File: config.mk
export PLATFORM = sky130hd
export DESIGN_NAME = gpio_cfg_sequencer
export DESIGN_NICKNAME = d
export VERILOG_FILES = /design/src/rtl/gpio_cfg_sequencer.sv
export SDC_FILE = /design/constraint.sdc
export NUM_CORES = 1
export LEC_CHECK = 0
export CORE_AREA = 2 2 212 214
export CTS_CLUSTER_SIZE = 8
export DETAILED_ROUTE_END_ITERATION = 6
export DIE_AREA = 0 0 214 216
export SLEW_MARGIN = 30
export SYNTH_ARGS = -nofsm -noshare
export SYNTH_HDL_FRONTEND = slang
export SYNTH_SLANG_ARGS = --single-unit
File: constraint.sdc
create_clock -name clk -period 2.66 [get_ports clk]
set_input_delay 0.266 -clock clk [delete_from_list [all_inputs] [get_ports clk]]
set_output_delay 0.266 -clock clk [all_outputs]
set_load 0.02 [all_outputs]
File: src/rtl/gpio_cfg_sequencer.sv
// Per-pad GPIO mode register file with legality checking, plus a serialiser that streams
// every mode word (highest pad first, MSB first) and the config-done sequence, then strobes a load.
module gpio_cfg_sequencer #(
   parameter int                   NUM_PADS     = 30,
   parameter int                   CFG_BITS     = 12,
   parameter int                   DONE_BITS    = 48,
   parameter logic [DONE_BITS-1:0] DONE_SEQ     = 48'hFEEDBADCA77E,
   parameter logic [CFG_BITS-1:0]  DEFAULT_MODE = 12'h4C1,
   parameter int                   AW           = (NUM_PADS > 1) ? $clog2(NUM_PADS) : 1
) (
   input  logic                clk,
   input  logic                rst,
   input  logic                wr_en_i,
   input  logic [AW-1:0]       wr_addr_i,
   input  logic [CFG_BITS-1:0] wr_mode_i,
   input  logic [AW-1:0]       rd_addr_i,
   output logic [CFG_BITS-1:0] rd_mode_o,
   input  logic                start_i,
   input  logic                abort_i,
   output logic                cfg_sdo_o,
   output logic                cfg_shift_o,
   output logic                cfg_load_o,
   output logic                busy_o,
   output logic                done_o,
   output logic                err_o,
   input  logic                err_clr_i
);

   localparam int BW = (CFG_BITS > 1) ? $clog2(CFG_BITS) : 1;
   localparam int DW = (DONE_BITS > 1) ? $clog2(DONE_BITS) : 1;
   localparam logic [AW:0] NUM_PADS_W = (AW+1)'(NUM_PADS);

   localparam int NUM_LEGAL = 9;
   localparam logic [NUM_LEGAL-1:0][11:0] LEGAL_MODES = {
      12'h2C6, 12'h4C1, 12'h9C2, 12'h1C3, 12'h006,
      12'h003, 12'h002, 12'h386, 12'hB86
   };

   typedef enum logic [1:0] {IDLE, SHIFT_PADS, SHIFT_DONE, LOAD} state_t;

   state_t              state, state_next;
   logic [CFG_BITS-1:0] mem [NUM_PADS];
   logic [AW-1:0]       pad_cnt;
   logic [BW-1:0]       bit_cnt;
   logic [DW-1:0]       done_cnt;

   function automatic logic is_legal(input logic [CFG_BITS-1:0] mode);
      is_legal = 1'b0;
      for (int i = 0; i < NUM_LEGAL; i++)
         if (mode == CFG_BITS'(LEGAL_MODES[i])) is_legal = 1'b1;
   endfunction

   logic                idle;
   logic                wr_in_range, rd_in_range, wr_legal, wr_ok, wr_err, start_go;
   logic [CFG_BITS-1:0] wr_word;

   assign idle        = (state == IDLE);
   assign wr_in_range = ({1'b0, wr_addr_i} < NUM_PADS_W);
   assign rd_in_range = ({1'b0, rd_addr_i} < NUM_PADS_W);
   assign wr_legal    = is_legal(wr_mode_i);
   assign wr_ok       = wr_en_i && idle && wr_in_range;
   assign wr_err      = wr_en_i && (!idle || !wr_in_range || !wr_legal);
   assign wr_word     = wr_legal ? wr_mode_i : DEFAULT_MODE;
   assign start_go    = idle && start_i;

   // NOTE: sequential state uses non-blocking assignments so every flop samples pre-edge values.
   always_ff @(posedge clk) begin
      if (rst) state <= IDLE;
      else     state <= state_next;
   end

   always_comb begin
      // NOTE: defaulting every combinational output first keeps all paths assigned (no latches).
      state_next = state;
      case (state)
         IDLE:       if (start_i) state_next = SHIFT_PADS;
         SHIFT_PADS: if (bit_cnt == '0 && pad_cnt == '0) state_next = SHIFT_DONE;
         SHIFT_DONE: if (done_cnt == '0) state_next = LOAD;
         LOAD:       state_next = IDLE;
         default:    state_next = IDLE;
      endcase
      // Abort beats every busy transition, including the one into LOAD.
      if (abort_i && state != IDLE) state_next = IDLE;
   end

   always_comb begin
      cfg_shift_o = 1'b0;
      cfg_sdo_o   = 1'b0;
      cfg_load_o  = 1'b0;
      busy_o      = 1'b1;
      case (state)
         IDLE:       busy_o = 1'b0;
         SHIFT_PADS: begin
            cfg_shift_o = 1'b1;
            cfg_sdo_o   = mem[pad_cnt][bit_cnt];
         end
         SHIFT_DONE: begin
            cfg_shift_o = 1'b1;
            cfg_sdo_o   = DONE_SEQ[done_cnt];
         end
         LOAD:       cfg_load_o = 1'b1;
         default:    busy_o = 1'b0;
      endcase
   end

   // Counters are re-armed on every idle cycle so a start always begins at the top pad's MSB.
   always_ff @(posedge clk) begin
      if (rst) begin
         pad_cnt  <= '0;
         bit_cnt  <= '0;
         done_cnt <= '0;
      end else begin
         case (state)
            IDLE: begin
               pad_cnt  <= AW'(NUM_PADS - 1);
               bit_cnt  <= BW'(CFG_BITS - 1);
               done_cnt <= DW'(DONE_BITS - 1);
            end
            SHIFT_PADS: begin
               if (bit_cnt == '0) begin
                  bit_cnt <= BW'(CFG_BITS - 1);
                  pad_cnt <= pad_cnt - AW'(1);
               end else begin
                  bit_cnt <= bit_cnt - BW'(1);
               end
            end
            SHIFT_DONE: done_cnt <= done_cnt - DW'(1);
            default: ;
         endcase
      end
   end

   // NOTE: the mode file is reset explicitly because reset must restore DEFAULT_MODE in every pad.
   always_ff @(posedge clk) begin
      if (rst) begin
         for (int i = 0; i < NUM_PADS; i++) mem[i] <= DEFAULT_MODE;
      end else if (wr_ok) begin
         mem[wr_addr_i] <= wr_word;
      end
   end

   always_ff @(posedge clk) begin
      if (rst) begin
         rd_mode_o <= DEFAULT_MODE;
         err_o     <= 1'b0;
         done_o    <= 1'b0;
      end else begin
         if (!rd_in_range)                      rd_mode_o <= '0;
         else if (wr_ok && wr_addr_i == rd_addr_i) rd_mode_o <= wr_word;
         else                                   rd_mode_o <= mem[rd_addr_i];

         if (wr_err)         err_o <= 1'b1;
         else if (err_clr_i) err_o <= 1'b0;

         if (start_go)                        done_o <= 1'b0;
         else if (state == LOAD && !abort_i)  done_o <= 1'b1;
      end
   end

endmodule

==> summary.txt, run 1 <==
Run status
  – Outcome: finished, violations left
  – Failing checks: negative setup slack

Pwr
  – Combinational share of power: 0.278
  – Sw frac: 0.3009
  – VDD IR max: a little over 0.6 mV
  – Flop pwr share: 0.381
  – Pwr Density: around 780 nW/um^2
  – Int Power: 14.54 mW
  – Clk network pwr share: 0.341
  – Leakage Power: 9.149 nW
  – Net switching power: 6.259 mW

Global routing
  – GRT busiest layer: met2
  – Largest net degree at the start of global routing: 35
  – First-pass GRT wire length: 103.7 mm
  – Initial antenna violation count: 2
  – M3 GR Usage: 0.06920
  – All-layer global routing usage: 0.3125
  – Grt met1 use: 0.4166
  – Vias in the first global route: ~15k
  – Gr ovfl total: 0
  – Global-route track usage on met2: 0.4988

Drt
  – Post-DRT Antenna Nets: 0
  – Vias per cell: between 6 and 7
  – Iter 0 DRT Violations: 2063
  – Via count: 15.49k
  – DRC violations left: 0
  – Final wirelength: 71.55 mm
  – Pre-antenna DRT Iters: 6
  – Drt wl/cell: roughly 28 um

Hold path
  – Hold Crit Start: err_clr_i
  – Hold crit path type: primary input to flip-flop

Setup path
  – FF-to-FF Start: bit_cnt[0]
  – Worst endpoint required time: 2390 ps
  – Kind of critical path: flip-flop to primary output
  – CP endpoint kind: primary output
  – Worst EP arrival: 3260 ps
  – CP Launch Type: flip-flop
  – CP Max Fanout: 4

Layout
  – Share of cells above drive strength 1: 0.2702
  – Fillers: 3462
  – Ant diodes: 0
  – Nets: around 1.9k
  – Multi-input gate area in the final layout: ~9000 um^2
  – Layout Area Growth over Synthesis: 24.72%
  – Sequential cell area: roughly 12000 um^2

Timing
  – Setup tns final: -868.5 ps
  – RSZ-0062 raised after global routing: true
  – # setup viols final: 1
  – Worst-margin pin slew: 775.6 ps
  – Final hold violations: 0
  – Clock Skew: 19.90 ps
  – Min Hold Slack: 315.9 ps
  – Final Max Slew Viols: 0
  – Period utilization: 1.326
  – Worst slew margin: 0.4830
  – Max Clk Rate: between 200 and 300 MHz
  – Clock period minus worst slack: around 3500 ps
  – Worst setup margin: -868.5 ps

CTS
  – Clock H-tree levels: 2
  – Num CTS Buffers: 59
  – CTS Root Cell: clkbuf_16
  – Clock slew at reported path FFs: 50 ps
  – TritonCTS clock tree: yes
  – Clock tree sinks: 421
  – Clock buffer depth: 3
  – Skew-Pair Late Insertion Delay: 620 ps

Synth
  – Netlist cell types: 67
  – Fraction of registers with async set/reset: 0
  – Sequential share of the synthesized area: 0.5737
  – Synth top area cells: edfxtp_1 54%, mux4_2 19%, mux2i_1 4.0%, nand2_1 3.9%, dfxtp_1 3.5%
  – Cell taking the most area after synthesis: edfxtp_1
  – Syn Inst Count: 1551
  – Most frequent cells after synthesis: 384 x edfxtp_1, 221 x nand2_1, 184 x nor2_1
  – Post-Syn Area per Cell: 13.79 um^2
  – Yosys reg bits: ~420
  – Synthesized area: 21390 um^2
  – Post-synth top area share: 0.5390
  – Top-count cell post-synth: edfxtp_1
  – Yosys warns: 0
  – EDFF count, synth: 384
  – Synth Flop Type: edfxtp_1

Placement
  – HPWL after DPL: around 53 mm
  – IO Port Bufs: 45
  – Routability congestion estimate: 0.9952

Floorplanning
  – Initial core utilization: 0.4880
  – Die width: approximately 210 um
  – Die height: 216 um
  – Row Count: 77
  – IO Pins: between 40 and 50
  – Core area: 43840 um^2
  – Die Area: 46220 um^2

Run
  – Max-cap viol count: 0
## registers in the layout, indices dropped and copies added, names as in the netlist, named ones only
name and count:
done_o 1, done_cnt 6, pad_cnt 5, state 2, mem 384, rd_mode_o 12, bit_cnt 4, err_o 1
## path summary, 6_finish.rpt
path,depth (start not counted),slack (ps),to
setup / recovery,9,-870,cfg_sdo_o
hold / removal,3,320,err_o
setup reg to reg,9,230,state[1]
hold reg to reg,2,530,done_o
## logic make-up (layout without fill, tap and decap cells)
family / Yosys count / in the layout / synth area share
xor gates and xnor gates: 5 / 5 / 0.002048
DFF: 421 / 421 / 0.5737
buffers and inverters: 164 / 448 / 0.03322
muxes: 266 / 266 / 0.2282
AOI/OAI and AO/OA: 177 / 177 / 0.05586
adders and majority gates: 9 / 9 / 0.005264
other: 1 / 120 / 0.0001753
and+or+nand+nor: 508 / 508 / 0.1016
## layout by cell type, fill, tap and decap left out, types with 10 or more instances in the layout
cell             synthesis  routed
buf_12                   0      39
o21ai_1                 12      13
o221ai_1                12      11
clkdlybuf4s50_1          0      41
a22oi_1                 11      10
o22ai_1                 14      14
nor2_1                 184     182
a21oi_1                 33      30
inv_1                   36      36
nand2_1                221     221
nor2b_1                 14      14
inv_2                   12      12
o21ai_0                 24      23
conb_1                   1     120
dfxtp_1                 37      34
nand3_1                 20      20
mux4_2                 177     177
clkbuf_1                68      47
mux2i_1                 86      85
a211oi_1                17      17
buf_4                   12     201
edfxtp_1               384     384
nor3_1                  16      16
clkbuf_16                0      61
## metal layers
| layer | share of wire | wire length (um) |
|---|---|---|
| met3 | 0.11 | 7625 |
| met2 | 0.47 | 33500 |
| met5 | 0 | 0 |
| met4 | 0.048 | 3448 |
| met1 | 0.38 | 26980 |
## power by group through the flow
stage / registers, mW / clock network (mW) / logic, mW
3_3_place_gp: 8.06 / 0 / 5.31
3_5_place_dp: 8.07 / 0 / 5.35
6_report: 7.92 / 7.10 / 5.78
2_1_floorplan: 7.87 / 0 / 3.12
4_1_cts: 7.91 / 7.19 / 5.68
5_1_grt: 7.95 / 7.47 / 6.09
## layout make-up
type,instances,area share
tap,592,0.02776
sequential,421,0.4603
inverter,48,0.006753
multi-input combinational,1085,0.3354
timing repair buffer,289,0.1047
clock inverter,3,0.001266
clock buffer,108,0.06383
## stage by stage
stage | worst slack, ps | cells | util | cell area (um^2) | total power, mW
3_3_place_gp | -1023 | 2428 | 0.5645 | 24750 | 13.37
5_1_grt | -925.5 | 2546 | 0.6086 | 26680 | 21.51
2_1_floorplan | 12.05 | 1670 | - | 21840 | 10.99
6_report | -868.5 | 2546 | 0.6086 | 26680 | 20.80
3_5_place_dp | -1034 | 2428 | 0.5645 | 24750 | 13.42
4_1_cts | -832.6 | 2546 | 0.6081 | 26660 | 20.77
## critical path, cell delays in order, from the launching register on
cell	delay [ps]
dfxtp_4	380
buf_8	120
buf_6	100
mux4_2	540
mux4_2	480
and3_4	190
o41ai_2	360
buf_4	200
o221ai_4	110
buf_6	160
## repair_timing
| item | 4_1_cts | 5_1_grt |
|---|---|---|
| pin swaps | 3 | 0 |
| setup endpoints to repair | 1 | 2 |
| gates resized for setup | 25 | 4 |
| hold buffers | 0 | 0 |
| setup buffers | 7 | 0 |
Power figures use the tool's default switching activity.
==> inputs of run 2 (changes only) <==
DONT_BUFFER_PORTS = 1   (was default)
clock period = 3.47 ns   (was 2.66 ns; I/O delays follow)
==> run 2 against run 1 <==
The flow still finishes with violations (negative setup slack). Sequential cell count did not move. Die area did not move. Via count decreased by 5.6%. Critical path type unchanged. Combinational power is 35% lower. Clock power is 25% lower. Hold slack got worse by 270 ps. Clock skew grew 4.4 ps.
==> summary.txt, run 2 (synthesized netlist as in run 1, its figures left out) <==
Setup path
  – CP most frequent cell: mux4_2
  – CP endpoint kind: primary output
  – Worst endpoint required time: 3120 ps (+730 ps)
  – Largest stage delay, worst path: 520 ps (-20 ps)
  – CP Max Fanout: 7 (+3)
  – Kind of critical path: flip-flop to primary output
  – CP max stage cell: mux4_2
  – CP Launch Type: flip-flop
  – Crit-path cells: buf_12, mux4_2, mux4_2, mux2i_4, nor2_2, o41ai_4, buf_4, o221ai_4, buf_6
  – Worst EP arrival: 3260 ps (about the same)

Layout
  – Ant diodes: 0 (unchanged)
  – Most frequent cells in the layout: 384 x edfxtp_1, 221 x nand2_1, 182 x nor2_1
  – Commonest non-fill, non-tap cell in the layout: edfxtp_1
  – Sequential cell area: 12280 um^2 (about the same)
  – Share of cells above drive strength 1: 0.2110 (-0.05921)
  – Nets: 1744 (-10%)
  – Max FFs per register: 384 (unchanged)
  – Layout Area Growth over Synthesis: 15.75%
  – Post-route cell area: 24760 um^2 (-7.2%)
  – Regs by FF count: mem x384, rd_mode_o x12, done_cnt x6
  – Post-Layout Cell Count: 2336 (-8.2%)
  – Top reg by flops: mem
  – Fillers: 3556 (+2.7%)
  – Multi-input gate area in the final layout: 8957 um^2 (+0.11%)
  – Finished Core Util: 0.5649 (-0.04376)

Timing
  – Max Clk Rate: 277.5 MHz
  – Final Max Slew Viols: 0 (unchanged)
  – Final hold violations: 0 (unchanged)
  – Clock Skew: 24.31 ps (+4.402 ps)
  – RSZ-0062 raised after global routing: true
  – Worst slew margin: 0.3760 (-0.1069)
  – Period utilization: 1.039
  – Min Hold Slack: 44.81 ps (-271.1 ps)
  – Worst-margin pin slew: 929.0 ps (+153.4 ps)
  – # setup viols final: 1 (unchanged)
  – Setup tns final: -133.8 ps (+734.7 ps)
  – Clock period minus worst slack: roughly 3600 ps
  – Worst setup margin: -133.8 ps (+734.7 ps)

Global routing
  – Gr ovfl total: 0 (unchanged)
  – Largest net degree at the start of global routing: 118 (+240%)
  – First-pass GRT wire length: 99.15 mm (-4.4%)
  – Vias in the first global route: 14.64k (-5.3%)
  – All-layer global routing usage: 0.2964 (-0.01604)
  – Initial antenna violation count: 3 (+1)

Placement
  – Placed cell count: 2214 (-8.8%)
  – IO Port Bufs: 0 (-100%)
  – Routability congestion estimate: 0.9089 (-8.7%)
  – DP Worst Slack: 163.0 ps (+1197 ps)
  – Area after DPL: 22670 um^2 (-8.4%)
  – HPWL after DPL: 45.52 mm (-14%)

Drt
  – Via count: 14.62k (-5.6%)
  – Drt wl/cell: 29.09 um (+3.5%)
  – Vias per cell: 6.260 (+2.9%)
  – Iter 0 DRT Violations: 1746 (-15%)
  – Pre-antenna DRT Iters: 6 (unchanged)
  – DRC violations left: 0 (unchanged)
  – Post-DRT Antenna Nets: 0 (unchanged)
  – Final wirelength: 67.97 mm (-5.0%)

Pwr
  – Pwr Density: 614.0 nW/um^2 (-21%)
  – VDD IR max: 0.3932 mV (-36%)
  – Pwr Total: 15.20 mW (-27%)
  – Leakage Power: 8.132 nW (-11%)

CTS
  – Clock tree sinks: 421 (unchanged)
  – Num CTS Buffers: 58 (-1.7%)
  – Clock buffer depth: 3 (unchanged)
  – Clock slew at reported path FFs: 50 ps (about the same)
  – Clock H-tree levels: 2 (unchanged)
  – TritonCTS clock tree: yes
  – CTS Root Cell: clkbuf_16
  – Skew-Pair Late Insertion Delay: 630 ps (about the same)

Floorplanning
  – Initial core utilization: 0.4880 (unchanged)
  – IO Pins: 46 (unchanged)
  – Core area: 43840 um^2 (unchanged)
  – Die Area: 46220 um^2 (unchanged)
  – Die width: 214 um (unchanged)
  – Row Count: 77 (unchanged)
  – Die height: 216 um (unchanged)

Run status
  – Outcome: finished, violations left
  – Failing checks: negative setup slack

Run
  – Max-cap viol count: 0 (unchanged)

Hold path
  – Hold crit path type: primary input to flip-flop
==> run 2: changes by cell type in the layout (fill, tap and decap cells not counted), sizes merged, moves of 2 or more <==
cell	before	now
buf	247	83
inv	49	47
dlygate4sd3	0	7
clkbuf	109	98
clkdlybuf4s50	41	0
==> run 2: power breakdown <==
part	leakage (nW)	total, mW	internal (mW)	switching (mW)
Sequential	3.79	6.11	5.81	0.295
Clock	0.797	5.35	3.19	2.16
Combinational	3.55	3.75	1.69	2.06
==> run 2: critical path: cells and delay by family, from the launching register on <==
kind / cells / cell delay, ps
mux: 3 / 1220
flops: 1 / 360
buf+inv: 3 / 480
simple gates: 1 / 80
compound gates: 2 / 490
==> run 2: worst paths after layout <==
| check | from | endpoint | slack [ps] | cells after the start |
|---|---|---|---|---|
| min | rd_addr_i[2] | rd_mode_o[3] | 40 | 2 |
| max reg2reg | state[0] | mem[27][5] | 570 | 7 |
| min reg2reg | state[0] | state[0] | 550 | 2 |
| max | flip-flop | cfg_sdo_o | -130 | 9 |
==> run 2: timing repair <==
action | in CTS | in global routing
endpoints found under the hold margin | 23 | 0
pin swaps | 2 | 3
gates cloned | 1 | 2
setup endpoints to repair | 1 | 1
buffers inserted | 7 | 8
hold buffers | 7 | 0
resized for setup | 16 | 16
==> run 2: layout make-up <==
cell class / count / area share
clock buffers: 96 / 0.06695
clock inverters: 1 / 0.0002021
inverters: 48 / 0.007428
multi-input cells: 1085 / 0.3617
flip-flops and latches: 421 / 0.4961
well taps: 592 / 0.02991
repair buffers: 93 / 0.03770
==> run 2: metal layers <==
layer / up-vias / share of wire / global-route usage
met4: 4 / 0.055 / 0.1490
met3: 188 / 0.10 / 0.05863
met5: - / 0.00031 / 0
met2: 876 / 0.46 / 0.4656
li1: 6169 / - / -
met1: 7386 / 0.38 / 0.3967
